<file path="src/rtl/ft232h_sync245_emu.sv">
// Device-side model of an FT232H in 245-synchronous FIFO mode: two byte FIFOs bridge
// the sync245 pins to valid/ready host streams, with sticky protocol-violation flags.
module ft232h_sync245_emu #(
  parameter int RX_AW          = 4,
  parameter int TX_AW          = 4,
  parameter int STARTUP_CYCLES = 8
) (
  input  logic       ft_clkout,
  input  logic       rst,
  input  logic       ft_oen,
  input  logic       ft_rdn,
  input  logic       ft_wrn,
  input  logic       ft_siwun,
  input  logic       ft_pwrsavn,
  input  logic [7:0] ft_data_in,
  output logic       ft_rxfn,
  output logic       ft_txen,
  output logic [7:0] ft_data_out,
  output logic       ft_data_out_enable,
  input  logic [7:0] host_rx_data,
  input  logic       host_rx_valid,
  output logic       host_rx_ready,
  output logic [7:0] host_tx_data,
  output logic       host_tx_valid,
  input  logic       host_tx_ready,
  output logic       host_flush,
  output logic       err_rd_no_oe,
  output logic       err_wr_during_oe,
  output logic       err_overrun
);

  localparam logic [7:0]     START_INIT = 8'(STARTUP_CYCLES);
  localparam logic [RX_AW:0] RX_FULL    = {1'b1, {RX_AW{1'b0}}};
  localparam logic [TX_AW:0] TX_FULL    = {1'b1, {TX_AW{1'b0}}};
  localparam logic [RX_AW:0] RX_ONE     = {{RX_AW{1'b0}}, 1'b1};
  localparam logic [TX_AW:0] TX_ONE     = {{TX_AW{1'b0}}, 1'b1};

  logic [7:0]     r_rx_mem [1<<RX_AW];
  logic [7:0]     r_tx_mem [1<<TX_AW];
  logic [RX_AW:0] r_rx_wr, r_rx_rd;
  logic [TX_AW:0] r_tx_wr, r_tx_rd;
  logic [7:0]     r_start;
  logic           r_oen_prev, r_siwu_prev, r_flush;
  logic           r_err_rd, r_err_wr, r_err_ov;

  logic           w_active;
  logic [RX_AW:0] w_rx_count;
  logic [TX_AW:0] w_tx_count;
  logic           w_rx_full, w_tx_full;
  logic           w_rx_pop, w_rx_push, w_tx_pop, w_tx_push;
  logic           w_tx_swap, w_overrun;

  assign w_active   = (r_start == 8'd0) && ft_pwrsavn;
  assign w_rx_count = r_rx_wr - r_rx_rd;
  assign w_tx_count = r_tx_wr - r_tx_rd;
  assign w_rx_full  = (w_rx_count == RX_FULL);
  assign w_tx_full  = (w_tx_count == TX_FULL);

  assign ft_rxfn            = !(w_active && (w_rx_count != '0));
  assign ft_txen            = !(w_active && !w_tx_full);
  assign ft_data_out        = r_rx_mem[r_rx_rd[RX_AW-1:0]];
  assign ft_data_out_enable = !ft_oen;
  assign host_rx_ready      = w_active && !w_rx_full;
  assign host_tx_valid      = (w_tx_count != '0);
  assign host_tx_data       = r_tx_mem[r_tx_rd[TX_AW-1:0]];
  assign host_flush         = r_flush;
  assign err_rd_no_oe       = r_err_rd;
  assign err_wr_during_oe   = r_err_wr;
  assign err_overrun        = r_err_ov;

  // A write into a full TX FIFO is still taken when the host frees a slot on the same edge.
  assign w_rx_pop  = !ft_rdn && !ft_oen && !ft_rxfn;
  assign w_rx_push = host_rx_valid && host_rx_ready;
  assign w_tx_pop  = host_tx_valid && host_tx_ready;
  assign w_tx_swap = w_active && w_tx_full && w_tx_pop;
  assign w_tx_push = !ft_wrn && (!ft_txen || w_tx_swap);
  assign w_overrun = (!ft_wrn && !w_tx_push) || (!ft_rdn && ft_rxfn);

  // FIFO storage; contents are don't-care once the pointers are reset.
  always_ff @(posedge ft_clkout) begin
    if (w_rx_push) r_rx_mem[r_rx_wr[RX_AW-1:0]] <= host_rx_data;
    if (w_tx_push) r_tx_mem[r_tx_wr[TX_AW-1:0]] <= ft_data_in;
  end

  // Pointers, startup/power-save counter, edge history and sticky error flags.
  always_ff @(posedge ft_clkout or posedge rst) begin
    if (rst) begin
      r_rx_wr     <= '0;
      r_rx_rd     <= '0;
      r_tx_wr     <= '0;
      r_tx_rd     <= '0;
      r_start     <= START_INIT;
      r_oen_prev  <= 1'b1;
      r_siwu_prev <= 1'b1;
      r_flush     <= 1'b0;
      r_err_rd    <= 1'b0;
      r_err_wr    <= 1'b0;
      r_err_ov    <= 1'b0;
    end else begin
      if (w_rx_push) r_rx_wr <= r_rx_wr + RX_ONE;
      if (w_rx_pop)  r_rx_rd <= r_rx_rd + RX_ONE;
      if (w_tx_push) r_tx_wr <= r_tx_wr + TX_ONE;
      if (w_tx_pop)  r_tx_rd <= r_tx_rd + TX_ONE;
      if (!ft_pwrsavn)
        r_start <= START_INIT;
      else if (r_start != 8'd0)
        r_start <= r_start - 8'd1;
      r_oen_prev  <= ft_oen;
      r_siwu_prev <= ft_siwun;
      r_flush     <= r_siwu_prev && !ft_siwun;
      if (!ft_rdn && r_oen_prev) r_err_rd <= 1'b1;
      if (!ft_wrn && !ft_oen)    r_err_wr <= 1'b1;
      if (w_overrun)             r_err_ov <= 1'b1;
    end
  end

endmodule

</file>
<file path="config.mk">
export PLATFORM = sky130hd
export DESIGN_NAME = ft232h_sync245_emu
export DESIGN_NICKNAME = d
export VERILOG_FILES = /design/src/rtl/ft232h_sync245_emu.sv
export SDC_FILE = /design/constraint.sdc
export NUM_CORES = 1
export LEC_CHECK = 0
export ABC_AREA = 1
export ABC_CLOCK_PERIOD_IN_PS = 8450
export CAP_MARGIN = 25
export CORE_MARGIN = 3
export CORE_UTILIZATION = 45
export DETAILED_ROUTE_END_ITERATION = 8
export HOLD_SLACK_MARGIN = 0.12
export PLACE_DENSITY_LB_ADDON = 0.25
export SYNTH_ARGS = -nofsm -noshare
export SYNTH_HDL_FRONTEND = slang
export SYNTH_SLANG_ARGS = --single-unit
</file>
<file path="constraint.sdc">
create_clock -name ft_clkout -period 8.45 [get_ports ft_clkout]
set_input_delay 2.535 -clock ft_clkout [delete_from_list [all_inputs] [get_ports ft_clkout]]
set_output_delay 2.535 -clock ft_clkout [all_outputs]
set_load 0.03 [all_outputs]
</file>
======== Word-level counts from Yosys, hierarchy flattened ========
Memories as Yosys holds them, arrays and structs flattened.
Cells that the tools add are included.
word-level totals
  register bits ........................... 34
  bits in latches ......................... 0
  memory bits (writable) .................. 256
  bits in read-only memories .............. 0
  input bits .............................. 25
  output and inout port bits .............. 25
  logic and storage cells ................. 60
  memories kept ........................... 2
operators by class
  add/sub/neg operators ................... 7
  multiply operators ...................... 0
  divide/modulo/power cells ............... 0
  $lt $le $gt $ge ......................... 0
  eq/ne operators ......................... 3
  shifts and indexed selects .............. 0
  multiplexer cells ....................... 6
  bitwise gates (word level) .............. 0
  reductions and logical operators ........ 31
memories
  memory    words  bits a word  rd ports  clocked after memory_dff  wr ports  RTL line  RTL
  r_rx_mem  16     8            1         0                         1         38        logic [7:0] r_rx_mem [1<<RX_AW];
  r_tx_mem  16     8            1         0                         1         39        logic [7:0] r_tx_mem [1<<TX_AW];
operators with widths
  kind                   number
  $add A5 B1 Y5 const B  4
  $logic_and A1 B1 Y1    16
  $mux W8                2
  $eq A5 B5 Y1 const B   2
  $reduce_bool A5 Y1     2
  $sub A5 B5 Y5          2
  $logic_not A1 Y1       9
  $logic_not A8 Y1       1
  $reduce_bool A8 Y1     1
  $sub A8 B1 Y8 const B  1
  $mux W1                4
  $logic_or A1 B1 Y1     2
  $ne A2 B1 Y1 const B   1

======== Longest topological paths before layout ========
Gate-level depths: netlist of the first run.
  depth in word-level cells ............... 9
  gate-level depth with buffers ........... 15
  mapped depth without buffers ............ 15

======== Worst setup path after synthesis of the first run ========
OpenSTA, ideal clock, no wires.
  path kind ............................... input -> output
  start point ............................. in ft_pwrsavn
  end point ............................... out host_rx_ready
  data arrival time ....................... 3,403 ps
  required time ........................... 5,915 ps
  path slack .............................. 2,512 ps
  cell stages on the path ................. 4
  path buffers ............................ 0
  cells stage by stage .................... inv_1 nor2_8 inv_1 a31oi_1
on the way
  longest elaborated chain between the ends .. 2
ends and longest elaborated chain
  item                 RTL line  RTL
  start: declaration   14        input logic ft_pwrsavn,
  $logic_and A1 B1 Y1  53        assign w_active = (r_start == 8'd0) && ft_pwrsavn;
  $logic_and A1 B1 Y1  63        assign host_rx_ready = w_active && !w_rx_full;
  end: declaration     22        output logic host_rx_ready,
Every way passes these cells.

======== Worst setup path in the final report of the first run ========
Same ends and word-level chain as after synthesis.

==> results.py, run 1 <==
metrics = {
    "placement": {
        "numPortBuffers": 49,
        "place.gp.congestion": 0.8211,
        "post-place-ws_ps": 1411,
        "dp_hpwl_mm": 16.15,
        "dp.cells": 1377,
    },
    "sta": {
        "fin_ws_ps": 1410,
        "relSlewSlack": 0.3455,
        "worstMarginPinSlew_ps": 976.4,
        "hold_violations": 0,
        "fin_crit_ps": 7040,
        "setup_viol": 0,
        "totalNegativeSetupSlack_ps": 0,
        "slew_violations": 0,
        "rsz0062_at_grt": "no",
        "fmax_mhz": 142.0,
        "skew_ps": 20.30,
        "min_period_over_period": 0.8331,
    },
    "clock_network": {
        "ctsHoldBuffers": 0,
        "clk_pin_slew_ps": 60,
        "cts_post_setup_buffers_inserted": 0,
        "cts-root-buf": "clkbuf_16",
        "tritoncts": "yes",
        "insertion_delay_ps": 570,
        "cts_resized": 0,
        "htreeDepth": 1,
        "cts.sink_count": 290,
        "cts_buffers": 31,
        "cts_buffer_depth": 3,
    },
    "detailed_routing": {
        "wirelength_mm": 27.00,
        "drt_iter0_drc": 713,
        "met3WireLength_mm": 1.351,
        "dr.pass1.iters": 5,
        "top_layer": "met4",
        "via_per_inst": 5.541,
        "vias": 7946,
        "wl_met1_mm": 12.11,
        "antenna_left": 0,
        "drc": 0,
        "route.met2.wl_mm": 12.73,
        "wl_per_cell_um": 18.83,
    },
    "power": {
        "vdd_drop_max_mv": 0.2028,
        "p_per_area_nw_per_um2": 317.3,
        "p_leak_nw": 4.925,
    },
    "floorplanning": {
        "core_area_um2": 26280,
        "initial_utilization": 0.4625,
        "dieArea_um2": 29020,
        "die_x_um": 170.4,
        "rows": 59,
        "ios": 50,
        "die_h_um": 170.4,
    },
    "logic_synthesis": {
        "synth_seq_cells": 290,
        "syn-cell-area_um2": 12160,
        "avgSynthCellArea_um2": 12.05,
        "synthXorXnorAreaFrac": 0.01009,
        "ys_seq_area_frac": 0.7027,
        "syn_nets": 1054,
        "synth_top_area_share": 0.6324,
        "ys.flop_type": "edfxtp_1",
        "yosysWarnings": 0,
        "synth-adder-area-share": 0.02059,
        "synth_top_family_by_area": "simple AND/OR/NAND/NOR gates",
        "async_flop_share": 0.1172,
        "synth_largest_area_cell": "edfxtp_1",
        "synth_area_leaders": "edfxtp_1 (63%), dfrtp_1 (6.4%), o21ai_0 (5.7%)",
        "synthMuxAreaShare": 0,
        "synthesis.instances": 1009,
        "synth_edf_count": 256,
        "synth_compound_gate_area_share": 0.1072,
        "synth-simple-area-share": 0.1243,
        "synth.most_common_cell": "edfxtp_1",
        "synthDistinctLibCells": 37,
        "synth_commonest_cells": "edfxtp_1 (256), nor2_1 (146), o21ai_0 (138), nand2_1 (106)",
    },
    "critical_path": {
        "rr_endpoint": "r_rx_mem[13][1]$_DFFE_PP_",
        "critPathSlowestCell": "clkdlybuf4s50_1",
        "critical_path.endpoint": "host_rx_ready",
        "slowest_delay_ps": 710,
        "crit_fanout": 9,
        "r2r-start": "r_rx_rd[2]$_DFFE_PP0P_",
        "cp-startpoint": "ft_pwrsavn",
        "reg2reg_depth": 9,
        "start_kind": "input pin",
        "path_depth": 6,
        "worst-path-buf-inv": 4,
        "crit_path_end_kind": "output port",
        "required_ps": 5920,
        "r2r_setup_slack_ps": 4430,
        "crit_arrival_ps": 4500,
        "crit_path_cell_trace": "clkdlybuf4s50_1 > inv_1 > nor2_8 > inv_1 > a31oi_1 > clkdlybuf4s50_1",
        "setup.worst_path.class": "in -> out",
        "crit_family": "buffers and inverters",
    },
    "global_route": {
        "grt_max_degree": 70,
        "grt_usage": 0.1862,
        "antenna_found_initial": 0,
        "grt_pass1_wl_mm": 42.41,
        "grt_pass1_vias": 7556,
        "grt-ovfl-total": 0,
    },
    "final_layout": {
        "layout-drive-gt1-share": 0.08553,
        "nets": 1120,
        "diodes": 0,
        "regArea_um2": 8544,
        "multiInputGateArea_um2": 3192,
        "filler_cell_count": 2203,
        "layout.cells.non_filler": 1434,
        "areaGrowthSynthToFinish_pct": 15.86,
    },
    "min_path": {
        "hold_path_class": "reg -> reg",
    },
    "job": {
        "drv_cap": 0,
    },
    "status": {
        "status": "finished, final reports clean",
    },
}
==> final cells by class <==
cell class / count / share of cell area
sequential: 290 / 0.6067
multi-input combinational: 611 / 0.2266
clock buffer: 42 / 0.06015
timing repair buffer: 82 / 0.05224
tap: 335 / 0.02976
inverter: 59 / 0.01572
clock inverter: 15 / 0.008795
==> tightest hold or removal path: cells and delay by family (launching register included) <==
kind	cells	cell delay, ps
flip-flops	1	360
buffers and inverters	1	40
AND/OR/NAND/NOR	1	30
==> power by group <==
group / internal (W) / switching, W / leakage [nW]
Sequential: 0.00162 / 0.0000602 / 2.72
Clock: 0.000734 / 0.000548 / 0.464
Combinational: 0.000491 / 0.00102 / 1.74
==> worst min-delay path by stage <==
stage	from	endpoint	slack, ps	cells after the start
detailed placement	r_siwu_prev$_DFF_PP1_	host_flush$_DFF_PP0_	450	2
finish	r_siwu_prev$_DFF_PP1_	host_flush$_DFF_PP0_	460	2
global route	r_siwu_prev$_DFF_PP1_	host_flush$_DFF_PP0_	490	2
CTS	r_siwu_prev$_DFF_PP1_	host_flush$_DFF_PP0_	460	2
global placement	err_rd_no_oe$_DFFE_PP0P_	err_rd_no_oe$_DFFE_PP0P_	440	1
floorplan	r_start[5]$_DFFE_PP0P_	r_start[5]$_DFFE_PP0P_	440	1
==> cells in the final DEF (no fill, tap or decap), drive strengths merged <==
master,netlist,routed
dfstp,3,3
o21bai,1,1
nand3b,1,1
nand2,111,111
o21ai,142,142
bufinv,0,1
xnor2,8,8
clkinvlp,0,4
nand3,53,53
a31oi,1,1
nor4,1,1
nor2,148,148
clkdlybuf4s50,0,49
o22ai,36,36
o211ai,4,4
o221ai,28,28
a21oi,11,11
a21o,1,1
xor2,6,6
edfxtp,256,256
ha,20,20
clkbuf,38,42
a211oi,2,2
buf,11,33
dfrtp,31,31
inv,54,53
nand4,6,6
clkinv,5,16
nor3,31,31
==> metal layers <==
layer	up-vias	GRT usage
li1	3795	-
met1	3847	0.2663
met2	245	0.2989
met3	59	0.02462
met4	0	0.05926
met5	-	0
==> cells by family after synthesis <==
logic type	after synthesis
adder cells (fa/ha/maj)	20
AND/OR/NAND/NOR	351
buffers and inverters	108
XOR/XNOR	14
flip-flops	290
AO/OA/AOI/OAI	226
==> stage by stage <==
| stage | utilization | total power (W) | instance area (um2) | hold WS (ps) |
|---|---|---|---|---|
| finish | 0.5359 | 0.004469 | 14080 | 457.4 |
| global route | 0.5359 | 0.004722 | 14080 | 492.8 |
| CTS | 0.5359 | 0.004499 | 14080 | 460.8 |
| detailed placement | 0.4990 | 0.003219 | 13110 | 450.1 |
| global placement | 0.4985 | 0.003196 | 13100 | 443.3 |
| floorplan | - | 0.002728 | 12160 | 436.7 |
==> state kept, by name, summed over array words and instances (netlist names) <==
signal            flops
r_tx_mem            128
r_rx_wr               5
r_rx_mem            128
r_start               8
err_rd_no_oe          1
r_oen_prev            1
r_tx_rd               5
r_rx_rd               5
r_siwu_prev           1
r_tx_wr               5
host_flush            1
err_wr_during_oe      1
err_overrun           1
(Power assumes the default switching activity.)
==> run 2, diff against run 1 <==
ABC_CLOCK_PERIOD_IN_PS = 7200   (was 8450)
clock period = 7.2 ns   (was 8.45 ns; I/O delays follow)
==> results.py, run 2 (synthesized netlist as in run 1, its figures left out) <==
metrics = {
    "detailed_routing": {
        "dr.pass1.iters": 5,
        "antenna_left": 0,
        "drt_iter0_drc": 757,
        "wl_per_cell_um": 19.00,
        "drc": 0,
        "via_per_inst": 5.542,
        "vias": 7942,
        "wirelength_mm": 27.23,
    },
    "floorplanning": {
        "dieArea_um2": 29020,
        "ios": 50,
        "initial_utilization": 0.4625,
        "die_h_um": 170.4,
        "die_x_um": 170.4,
        "rows": 59,
        "core_area_um2": 26280,
    },
    "clock_network": {
        "cts.sink_count": 290,
        "insertion_delay_ps": 550,
        "cts-root-buf": "clkbuf_16",
        "htreeDepth": 1,
        "cts_resized": 0,
        "ctsHoldBuffers": 0,
        "cts_post_setup_buffers_inserted": 0,
        "clk_pin_slew_ps": 60,
        "cts_buffer_depth": 3,
        "tritoncts": "yes",
        "cts_buffers": 30,
    },
    "global_route": {
        "grt_pass1_vias": 7469,
        "antenna_found_initial": 0,
        "grt_max_degree": 65,
        "grt_usage": 0.1868,
        "grt-ovfl-total": 0,
        "grt_pass1_wl_mm": 42.37,
    },
    "critical_path": {
        "crit_family": "buffers and inverters",
        "worst-path-buf-inv": 4,
        "start_kind": "input pin",
        "crit_path_cell_trace": "clkdlybuf4s50_1 > inv_1 > nor2_8 > inv_1 > a31oi_1 > clkdlybuf4s50_1",
        "slowest_delay_ps": 710,
        "crit_arrival_ps": 4100,
        "setup.worst_path.class": "in -> out",
        "crit_path_end_kind": "output port",
        "required_ps": 5040,
        "crit_fanout": 9,
        "critPathSlowestCell": "clkdlybuf4s50_1",
    },
    "final_layout": {
        "final_cell_mix": "edfxtp_1 (256), nor2_1 (146), o21ai_0 (138), nand2_1 (106), nand3_1 (53)",
        "layout-drive-gt1-share": 0.08288,
        "nets": 1120,
        "areaGrowthSynthToFinish_pct": 15.89,
        "filler_cell_count": 2177,
        "multiInputGateArea_um2": 3192,
        "mostFrequentLayoutCell": "edfxtp_1",
        "regArea_um2": 8544,
        "diodes": 0,
    },
    "placement": {
        "numPortBuffers": 49,
        "post-place-ws_ps": 923.0,
        "dp_hpwl_mm": 16.65,
        "place.gp.congestion": 0.8277,
    },
    "sta": {
        "hold_violations": 0,
        "fin_crit_ps": 6260,
        "worstMarginPinSlew_ps": 888.3,
        "rsz0062_at_grt": "no",
        "fmax_mhz": 159.7,
        "setup_viol": 0,
        "relSlewSlack": 0.4056,
        "min_period_over_period": 0.8694,
        "totalNegativeSetupSlack_ps": 0,
        "slew_violations": 0,
        "skew_ps": 17.38,
        "holdWs_ps": 460.0,
        "fin_ws_ps": 940.1,
    },
    "status": {
        "status": "finished, final reports clean",
    },
    "min_path": {
        "hold_path_class": "reg -> reg",
    },
    "power": {
        "p_leak_nw": 4.925,
        "p_per_area_nw_per_um2": 373.5,
        "vdd_drop_max_mv": 0.2498,
    },
    "job": {
        "drv_cap": 0,
    },
}
-- run 2: cell types whose count changed in the layout (fill, tap and decap cells not counted), sizes merged --
| cell | change |
|---|---|
| clkinv | +1 |
| inv | -1 |
| clkbuf | -3 |
| bufinv | +2 |
| clkinvlp | -1 |
| buf | +1 |
-- run 2: metrics by stage --
step	instances	total power [W]	utilization	cell area, um2
2_1_floorplan	1009	0.003202	-	12160
3_3_place_gp	1377	0.003751	0.4990	13120
3_5_place_dp	1378	0.003780	0.4993	13120
4_1_cts	1433	0.005290	0.5360	14090
5_1_grt	1433	0.005547	0.5360	14090
6_report	1433	0.005262	0.5360	14090
-- run 2: path summary, 6_finish.rpt --
check,slack [ps],endpoint,depth (start not counted),start
hold reg to reg,460,err_rd_no_oe$_DFFE_PP0P_,1,err_rd_no_oe$_DFFE_PP0P_
min in group asynchronous,2020,r_tx_rd[4]$_DFFE_PP0P_,3,rst
hold / removal,460,err_rd_no_oe$_DFFE_PP0P_,1,err_rd_no_oe$_DFFE_PP0P_
setup / recovery,940,host_rx_ready,6,ft_pwrsavn
max in group asynchronous,4830,r_rx_rd[0]$_DFFE_PP0P_,3,rst
setup reg to reg,3130,r_rx_mem[9][5]$_DFFE_PP_,9,r_rx_rd[2]$_DFFE_PP0P_
-- run 2: worst register-to-register path: cells and delay by family, from the launching register on --
kind	cells	cell delay, ps
XOR/XNOR	1	150
adder cells (fa/ha/maj)	1	500
AO/OA/AOI/OAI	1	160
buffers and inverters	2	810
flip-flops	1	720
AND/OR/NAND/NOR	4	1420
-- run 2: power by group --
group | switching [W] | total (W) | internal, W
registers | 0.000109 | 0.00200 | 0.00190
logic | 0.00117 | 0.00175 | 0.000579
clock network | 0.000619 | 0.00151 | 0.000892
-- run 2: layout make-up --
type                            instances  share of cell area
Timing Repair Buffer                   83             0.05294
Inverter                               59             0.01572
Multi-Input combinational cell        611              0.2266
Sequential cell                       290              0.6065
Clock inverter                         16             0.01128
Clock buffer                           39             0.05720
Tap cell                              335             0.02975
-- run 2: layer usage --
metal,global-route usage,vias to the layer above,part of all wire
met4,0.05467,0,0.024
met3,0.02578,43,0.049
met2,0.3071,217,0.48
met1,0.2624,3892,0.44
li1,-,3790,-
met5,0,-,0
